==> src/rtl/countgen_pkg.sv <==
// Shared types and constants for the countgen period sequencer and its table.
package countgen_pkg;

    localparam int PERIOD_W = 32;
    localparam int DUR_W    = 32;

    typedef enum logic {
        IDLE = 1'b0,
        RUN  = 1'b1
    } state_t;

    typedef struct packed {
        logic [PERIOD_W-1:0] period;
        logic [DUR_W-1:0]    duration;
        logic                last;
    } entry_t;

    // A zero duration still occupies one cycle, so the counter start is max(d,1)-1.
    function automatic logic [DUR_W-1:0] dur_load(input logic [DUR_W-1:0] dur);
        if (dur == {DUR_W{1'b0}}) begin
            return {DUR_W{1'b0}};
        end else begin
            return dur - 32'd1;
        end
    endfunction

endpackage

==> src/rtl/countgen_sequencer_if.sv <==
// Config, control and generator-facing signals of the period sequencer.
interface countgen_sequencer_if #(
    parameter int AW = 3
);
    import countgen_pkg::*;

    logic                cfg_we;
    logic [AW-1:0]       cfg_addr;
    logic [PERIOD_W-1:0] cfg_period;
    logic [DUR_W-1:0]    cfg_duration;
    logic                cfg_last;
    logic                start;
    logic                stop;
    logic                loop_en;
    logic [PERIOD_W-1:0] period;
    logic                gen_rst;
    logic                busy;
    logic                done;
    logic [AW-1:0]       cur_index;

    modport master (
        output cfg_we, cfg_addr, cfg_period, cfg_duration, cfg_last,
        output start, stop, loop_en,
        input  period, gen_rst, busy, done, cur_index
    );

    modport slave (
        input  cfg_we, cfg_addr, cfg_period, cfg_duration, cfg_last,
        input  start, stop, loop_en,
        output period, gen_rst, busy, done, cur_index
    );

endinterface

==> src/rtl/countgen_seq_table.sv <==
// Flop-based entry table: one synchronous write port, one asynchronous read port.
module countgen_seq_table
    import countgen_pkg::*;
#(
    parameter int DEPTH = 8,
    parameter int AW    = 3
) (
    input  logic          clk,
    input  logic          rst,
    input  logic          i_we,
    input  logic [AW-1:0] i_waddr,
    input  entry_t        i_wdata,
    input  logic [AW-1:0] i_raddr,
    output entry_t        o_rdata
);

    entry_t r_mem [DEPTH];

    // Table storage, cleared to all-zero entries on reset.
    always_ff @(posedge clk or negedge rst) begin
        if (!rst) begin
            for (int i = 0; i < DEPTH; i++) begin
                r_mem[i] <= '0;
            end
        end else if (i_we) begin
            r_mem[i_waddr] <= i_wdata;
        end
    end

    assign o_rdata = r_mem[i_raddr];

endmodule

==> src/rtl/countgen_sequencer.sv <==
// Plays a table of (period, duration) entries into a countgen generator,
// restarting the generator at every entry boundary.
module countgen_sequencer
    import countgen_pkg::*;
#(
    parameter int DEPTH = 8,
    parameter int AW    = 3
) (
    input  logic             clk,
    input  logic             rst,
    countgen_sequencer_if.slave bus
);

    state_t              r_state;
    logic [DUR_W-1:0]    r_dur_cnt;
    logic [PERIOD_W-1:0] r_period;
    logic                r_gen_rst;
    logic                r_busy;
    logic                r_done;
    logic [AW-1:0]       r_cur_index;
    logic                r_last;

    state_t              w_state_nxt;
    logic                w_load;
    logic [AW-1:0]       w_load_idx;
    logic                w_done_nxt;
    logic [DUR_W-1:0]    w_dur_nxt;
    logic                w_is_last;
    entry_t              w_wr_entry;
    entry_t              w_rd_entry;

    assign w_wr_entry = '{period:   bus.cfg_period,
                          duration: bus.cfg_duration,
                          last:     bus.cfg_last};

    countgen_seq_table #(
        .DEPTH (DEPTH),
        .AW    (AW)
    ) u_table (
        .clk     (clk),
        .rst     (rst),
        .i_we    (bus.cfg_we),
        .i_waddr (bus.cfg_addr),
        .i_wdata (w_wr_entry),
        .i_raddr (w_load_idx),
        .o_rdata (w_rd_entry)
    );

    // The last bit is latched at load time; the final slot ends the sequence regardless.
    assign w_is_last = r_last || (r_cur_index == AW'(DEPTH - 1));

    // Next-state, entry-load and done decisions; stop outranks start and advance.
    always_comb begin
        w_state_nxt = r_state;
        w_load      = 1'b0;
        w_load_idx  = r_cur_index;
        w_done_nxt  = 1'b0;
        w_dur_nxt   = r_dur_cnt;
        case (r_state)
            IDLE: begin
                if (bus.start && !bus.stop) begin
                    w_load      = 1'b1;
                    w_load_idx  = {AW{1'b0}};
                    w_state_nxt = RUN;
                end else begin
                    w_state_nxt = IDLE;
                end
            end
            RUN: begin
                if (bus.stop) begin
                    w_state_nxt = IDLE;
                end else if (r_dur_cnt != {DUR_W{1'b0}}) begin
                    w_dur_nxt = r_dur_cnt - 32'd1;
                end else if (w_is_last) begin
                    if (bus.loop_en) begin
                        w_load     = 1'b1;
                        w_load_idx = {AW{1'b0}};
                    end else begin
                        w_state_nxt = IDLE;
                        w_done_nxt  = 1'b1;
                    end
                end else begin
                    w_load     = 1'b1;
                    w_load_idx = r_cur_index + {{(AW-1){1'b0}}, 1'b1};
                end
            end
            default: begin
                w_state_nxt = IDLE;
            end
        endcase
    end

    // State, duration counter and registered outputs; table data is captured on load.
    always_ff @(posedge clk or negedge rst) begin
        if (!rst) begin
            r_state     <= IDLE;
            r_dur_cnt   <= {DUR_W{1'b0}};
            r_period    <= {PERIOD_W{1'b0}};
            r_gen_rst   <= 1'b1;
            r_busy      <= 1'b0;
            r_done      <= 1'b0;
            r_cur_index <= {AW{1'b0}};
            r_last      <= 1'b0;
        end else begin
            r_state   <= w_state_nxt;
            r_busy    <= (w_state_nxt == RUN);
            r_gen_rst <= (w_state_nxt == IDLE) || w_load;
            r_done    <= w_done_nxt;
            if (w_load) begin
                r_period    <= w_rd_entry.period;
                r_dur_cnt   <= dur_load(w_rd_entry.duration);
                r_cur_index <= w_load_idx;
                r_last      <= w_rd_entry.last;
            end else begin
                r_dur_cnt   <= w_dur_nxt;
            end
        end
    end

    assign bus.period    = r_period;
    assign bus.gen_rst   = r_gen_rst;
    assign bus.busy      = r_busy;
    assign bus.done      = r_done;
    assign bus.cur_index = r_cur_index;

endmodule
==> src/flat_wrapper.sv <==
// flat-port wrapper written by rule: the top's interface ports become plain ports
module countgen_sequencer_flat import countgen_pkg::*;
#(
    parameter int DEPTH = 8,
    parameter int AW    = 3
)
  (clk, rst, bus_cfg_we, bus_cfg_addr, bus_cfg_period, bus_cfg_duration, bus_cfg_last, bus_start, bus_stop, bus_loop_en, bus_period, bus_gen_rst, bus_busy, bus_done, bus_cur_index);
  countgen_sequencer_if #(.AW(AW)) bus_i ();
  input  logic clk;
  input  logic rst;
  input wire logic [$bits(bus_i.cfg_we)-1:0] bus_cfg_we;
  input wire logic [$bits(bus_i.cfg_addr)-1:0] bus_cfg_addr;
  input wire logic [$bits(bus_i.cfg_period)-1:0] bus_cfg_period;
  input wire logic [$bits(bus_i.cfg_duration)-1:0] bus_cfg_duration;
  input wire logic [$bits(bus_i.cfg_last)-1:0] bus_cfg_last;
  input wire logic [$bits(bus_i.start)-1:0] bus_start;
  input wire logic [$bits(bus_i.stop)-1:0] bus_stop;
  input wire logic [$bits(bus_i.loop_en)-1:0] bus_loop_en;
  output wire logic [$bits(bus_i.period)-1:0] bus_period;
  output wire logic [$bits(bus_i.gen_rst)-1:0] bus_gen_rst;
  output wire logic [$bits(bus_i.busy)-1:0] bus_busy;
  output wire logic [$bits(bus_i.done)-1:0] bus_done;
  output wire logic [$bits(bus_i.cur_index)-1:0] bus_cur_index;
  assign bus_i.cfg_we = bus_cfg_we;
  assign bus_i.cfg_addr = bus_cfg_addr;
  assign bus_i.cfg_period = bus_cfg_period;
  assign bus_i.cfg_duration = bus_cfg_duration;
  assign bus_i.cfg_last = bus_cfg_last;
  assign bus_i.start = bus_start;
  assign bus_i.stop = bus_stop;
  assign bus_i.loop_en = bus_loop_en;
  assign bus_period = bus_i.period;
  assign bus_gen_rst = bus_i.gen_rst;
  assign bus_busy = bus_i.busy;
  assign bus_done = bus_i.done;
  assign bus_cur_index = bus_i.cur_index;
  countgen_sequencer #(.DEPTH(DEPTH), .AW(AW)) u_core (.clk(clk), .rst(rst), .bus(bus_i));
endmodule
==> config.mk <==
export PLATFORM = sky130hd
export DESIGN_NAME = countgen_sequencer_flat
export DESIGN_NICKNAME = d
export VERILOG_FILES = /design/src/rtl/countgen_pkg.sv /design/src/rtl/countgen_sequencer_if.sv /design/src/rtl/countgen_seq_table.sv /design/src/rtl/countgen_sequencer.sv /design/src/flat_wrapper.sv
export SDC_FILE = /design/constraint.sdc
export NUM_CORES = 1
export LEC_CHECK = 0
export ABC_AREA = 1
export BUFFER_PORTS_ARGS = -buffer_cell sky130_fd_sc_hd__buf_2
export CAP_MARGIN = 20
export CORE_UTILIZATION = 35
export DETAILED_ROUTE_END_ITERATION = 8
export GPL_ROUTABILITY_DRIVEN = 0
export PLACE_DENSITY = 0.55
export SLEW_MARGIN = 25
export SYNTH_ARGS = -nofsm -noshare
export SYNTH_HDL_FRONTEND = slang
export SYNTH_HIERARCHICAL = 1
export SYNTH_SLANG_ARGS = --single-unit
==> constraint.sdc <==
create_clock -name clk -period 4.7 [get_ports clk]
set_input_delay 0.47 -clock clk [delete_from_list [all_inputs] [get_ports clk]]
set_output_delay 0.47 -clock clk [all_outputs]
set_load 0.01 [all_outputs]
### After elaboration in Yosys (flattened, before gate mapping)

Index checks and enable logic that the tools add are counted.

* add/subtract/negate cells: 3
* magnitude comparators: 3
* equality and inequality tests: 2
* multiplexer cells: 31
* bitwise gates (word level): 4
* reduce and logical (&&, ||, !) cells: 10

Operators by type and width (number)
* bitwise mux 520 bit: 1
* binary-select mux 65 bit (select 3 bit): 1
* demux 65 bit (select 3 bit): 1
* two-way mux 65 bit: 3
* two-way mux 32 bit: 5
* subtractor 32 x 1 -> 32 bit (second input constant): 2
* logical NOT 32 bit: 1
* nonzero test 32 bit: 1
* two-way mux 3 bit: 5
* two-way mux 1 bit: 12
* >= comparator 4 bit (second input constant): 2
* NOT 3 -> 4 bit: 2
* one-hot mux 3 bit (2 select lines): 1
* less-than comparator 4 x 1 -> 1 bit (second input constant): 1
* one-hot mux 1 bit (2 select lines): 2
* nonzero test 2 bit: 2
* adder 3 x 1 -> 3 bit (second input constant): 1
* == test 3 bit (second input constant): 1
* AND reduction 3 bit: 1
* logical AND 1 bit: 2
* logical OR 1 bit: 2
* inequality test 2 x 1 -> 1 bit (second input constant): 1
* NOT 1 bit: 2
* logical NOT 1 bit: 1

* register bits: 591
* input bits: 74
* output and inout port bits: 38
* logic and storage cells: 84

### Depth between registers and ports, before layout

* depth after elaboration: 13
* gate-level depth with buffers: 34

### By module

Netlist, hierarchy kept.

Modules (own cells, without submodules)
* countgen_seq_table: instances 1, cells each 3482, area an instance 25318.0 sq um
* countgen_sequencer: instances 1, cells each 814, area an instance 5031.1 sq um

### Worst setup path before layout

No wires, ideal clock.

* path type: register to register
* start: register u_core.r_cur_index[0], in the netlist u_core/bus.cur_index[0]
* end: register u_core.r_dur_cnt[2]
* setup time: 117 ps
* arrival time: 3752 ps
* required time: 4583 ps
* path slack: 831 ps
* stages on the path, launching flop included: 31
* buffers on the path: 5
* period minus slack after synthesis: 3869 ps
* path through: dfrtp_1 -> ha_1 -> ha_1 -> nor2_1 -> nor2_1 -> nor2_1 -> nand2_2 -> nand2_2 -> nand2_2 -> buf_4 -> nand2_1 -> o21ai_0 -> buf_2 -> buf_2 -> clkbuf_1 -> nand3_1 -> nand2_1 -> nand2_1 -> nand2_1 -> inv_1 -> ha_1 -> nand2_1 -> nor2_4 -> nand2_1 -> nor2_1 -> inv_1 -> clkbuf_1 -> nand4_1 -> nand2_1 -> nand2_1 -> nand2_1

RTL lines
* from (decl): RTL line countgen_sequencer.sv:20 `logic [AW-1:0] r_cur_index;`
* from (signal assigned): RTL line countgen_sequencer.sv:102 `r_cur_index <= {AW{1'b0}};`
* from (signal assigned): RTL line countgen_sequencer.sv:112 `r_cur_index <= w_load_idx;`
* to (signal assigned): RTL line countgen_sequencer.sv:97 `r_dur_cnt <= {DUR_W{1'b0}};`
* to (signal assigned): RTL line countgen_sequencer.sv:111 `r_dur_cnt <= dur_load(w_rd_entry.duration);`
* to (signal assigned): RTL line countgen_sequencer.sv:115 `r_dur_cnt <= w_dur_nxt;`
* to (decl): RTL line countgen_sequencer.sv:15 `logic [DUR_W-1:0] r_dur_cnt;`

==> results.py <==
metrics = {
    "setup_path": {
        "cpMostUsedCell": "nand2_1",
        "timing.rr.end": "u_core/r_dur_cnt[8]",
        "reg2reg_slack_ns": 0.41,
        "cp.arrival_ns": 4.78,
        "worstSetupEndpoint": "u_core/r_dur_cnt[8]",
        "reg2reg_from": "u_core/r_dur_cnt[1]",
        "worstSetupPathType": "reg2reg",
        "worst_setup_path_end_kind": "register",
        "cp_slowest_stage_delay_ns": 0.38,
        "cp-startpoint": "u_core/r_dur_cnt[1]",
        "crit_path_top_delay_cell": "dfrtp_1",
        "worstPathRequired_ns": 5.19,
        "reg2reg_depth": 27,
        "cp_max_fo": 51,
        "start_kind": "register",
    },
    "clock_network": {
        "numCtsBuffers": 71,
        "root_buffer": "clkbuf_16",
        "cts_tree": "built",
        "cts.sinks": 591,
        "cts_htree_levels": 3,
        "cts_setup_buffers": 0,
        "clk_path_buf_depth": 3,
        "insertion_delay_ns": 0.63,
        "path_clk_slew_ns": 0.06,
    },
    "synth": {
        "synthArstFlopShare": 1.000,
        "synth.most_common_cell": "nand2_1",
        "synth_common_cells": "nand2_1 (1780), inv_1 (637), dfrtp_1 (590), o21ai_0 (496), nand3_1 (279)",
        "yosys.area.top_type": "dfrtp_1",
        "synth_seq_cells": 591,
        "dominantRegCellSynth": "dfrtp_1",
        "yosysWarnings": 6,
        "ys_seq_area_frac": 0.4873,
        "syn_nets": 4374,
        "syn_area_mm2": 0.03035,
        "synth_edf_count": 0,
        "synth.distinct_cells": 30,
        "syn_inst": 4296,
        "synth_top_area_frac": 0.4865,
        "synth.avg_cell_area_um2": 7.065,
        "synth_area_leaders": "dfrtp_1 (49%), nand2_1 (22%), o21ai_0 (8.2%)",
    },
    "route": {
        "via_per_inst": 4.685,
        "drc": 0,
        "firstDrtPassIters": 6,
        "drt_wl_total_um": 86400,
        "antenna_left": 0,
        "wl_per_cell_um": 15.68,
        "drtIter0Drc": 1907,
        "dr_total_vias": 25817,
    },
    "floorplan": {
        "pin_count": 112,
        "die_x_um": 296.5,
        "start_util": 0.3548,
        "rows": 107,
        "design.core.area_mm2": 0.08555,
        "dieHeight_um": 296.5,
        "dieArea_mm2": 0.08789,
    },
    "power_and_ir_drop": {
        "switching_share": 0.3187,
        "p_per_area_mw_per_mm2": 450.4,
        "p_leak_nw": 18.68,
        "peakVddDrop_v": 0.0003222,
        "p_seq_frac": 0.433,
        "p_int_mw": 10.60,
        "power_frac_comb": 0.212,
        "clkPwrFrac": 0.354,
        "p_sw_mw": 4.956,
    },
    "job": {
        "cap_violations": 0,
    },
    "place": {
        "port_buffers": 111,
        "dp_hpwl_um": 52410,
        "place_inst": 5381,
    },
    "timing": {
        "final.setup_skew_ns": 0.03601,
        "relSlewSlack": 0.3181,
        "setup-tns-final_ns": 0,
        "hold_ws_ns": 0.05442,
        "rsz0062_at_grt": "false",
        "fmax_ghz": 0.2329,
        "worstMarginPinSlew_ns": 1.023,
        "hold_viol": 0,
        "final_max_slew_viol_count": 0,
        "setup_viol": 0,
        "period_share": 0.9135,
        "final.min_clock_period_ns": 4.293,
    },
    "final_layout": {
        "fin_cells": 5510,
        "diodes": 0,
        "fill_cells": 9079,
        "multi_input_area_mm2": 0.01213,
        "regArea_mm2": 0.01479,
        "nNetsFinal": 4392,
        "area_growth_pct": 13.77,
        "drive_gt1_frac": 0.07604,
    },
    "global_routing": {
        "grt_pass1_wl_um": 140300,
        "grt_pass1_vias": 25176,
        "grt_max_degree": 131,
        "antenna_found_initial": 8,
        "overflow": 0,
        "grtUsageTotal": 0.2023,
    },
    "run_status": {
        "status": "finished clean",
    },
    "hold_path": {
        "hold_class": "in2reg",
    },
}
-- layer usage --
| metal | up-vias | track usage | part of all wire |
|---|---|---|---|
| li1 | 13059 | - | - |
| met3 | 117 | 0.03288 | 0.043 |
| met5 | - | 0 | 0.0012 |
| met1 | 12144 | 0.2768 | 0.48 |
| met2 | 481 | 0.3343 | 0.46 |
| met4 | 16 | 0.04652 | 0.018 |
-- registers in the layout, indices dropped and copies added, names as in the netlist --
signal,cells
u_core/bus.busy,1
u_core/bus.cur_index,3
u_core/bus.done,1
u_core/bus.gen_rst,1
u_core/bus.period,32
u_core/r_dur_cnt,32
u_core/r_last,1
u_core/u_table/r_mem,520
-- what timing repair did --
action | 4_1_cts | 5_1_grt
endpoints found under the hold margin | 86 | 0
hold buffers | 1 | 0
setup endpoints to repair | 0 | 17
resized for setup | 0 | 10
-- how the worst min path moves through the flow --
stage,slack (ns),from,end,depth (start not counted)
after CTS,0.02,bus_cfg_period[24],u_core/u_table/r_mem[57],3
final,0.05,bus_cfg_period[28],u_core/u_table/r_mem[61],3
after floorplan,0.17,rst,u_core/bus.busy,0
after detailed placement,0.46,u_core/bus.period[17],u_core/bus.period[17],2
after global placement,0.46,u_core/bus.period[17],u_core/bus.period[17],2
after global routing,0.04,bus_cfg_period[25],u_core/u_table/r_mem[58],3
-- logic make-up (layout without fill, tap and decap cells) --
logic type | count (synthesis) | count (layout) | synth area share
AOI/OAI and AO/OA | 537 | 537 | 0.08926
xor gates and xnor gates | 40 | 40 | 0.01154
adders and majority gates | 4 | 4 | 0.001649
buffers and inverters | 877 | 947 | 0.1164
DFF | 591 | 591 | 0.4873
and+or+nand+nor | 2247 | 2247 | 0.2938
-- critical path, delay by kind of cell (launching register included) --
family / cells / cell delay [ns]
buffers and inverters: 5 / 0.89
and+or+nand+nor: 21 / 2.50
DFF: 1 / 0.38
adders and majority gates: 1 / 0.24
-- per-stage QoR --
step	utilization	power [mW]	area [µm²]	setup slack, ns
2_1_floorplan	-	9.121	30350	0.8307
3_3_place_gp	0.3748	10.07	32060	0.4173
3_5_place_dp	0.3748	10.12	32060	0.3529
4_1_cts	0.4023	15.73	34420	0.3104
5_1_grt	0.4036	16.63	34530	0.001656
6_report	0.4036	15.55	34530	0.4068
-- cells in the final DEF (no fill, tap or decap), types with 16 or more instances in the layout --
master,Yosys,routed
o21ai_1,32,32
clkbuf_16,0,73
nand3_1,279,278
xor2_1,24,24
xnor2_1,16,16
o21ai_0,496,494
nor2_1,142,140
nand2_1,1780,1773
buf_2,127,110
inv_1,637,633
buf_4,14,46
nand4_1,23,23
clkbuf_8,0,16
buf_12,0,19
dfrtp_1,590,590
-- layout make-up --
| class | count | share of cell area |
|---|---|---|
| clock inverter | 27 | 0.008299 |
| timing repair buffer | 180 | 0.04001 |
| multi-input combinational | 2828 | 0.3514 |
| clock buffer | 98 | 0.05965 |
| timing repair inverter | 1 | 0.0002174 |
| sequential | 591 | 0.4284 |
| tap | 1144 | 0.04146 |
| inverter | 641 | 0.07063 |
-- power groups by stage --
stage	clock network, mW	logic [mW]	registers [mW]
3_3_place_gp	0	3.28	6.79
3_5_place_dp	0	3.31	6.80
2_1_floorplan	0	2.41	6.72
4_1_cts	5.67	3.33	6.73
6_report	5.51	3.30	6.74
5_1_grt	5.85	3.91	6.88
Power figures use the tool's default switching activity.
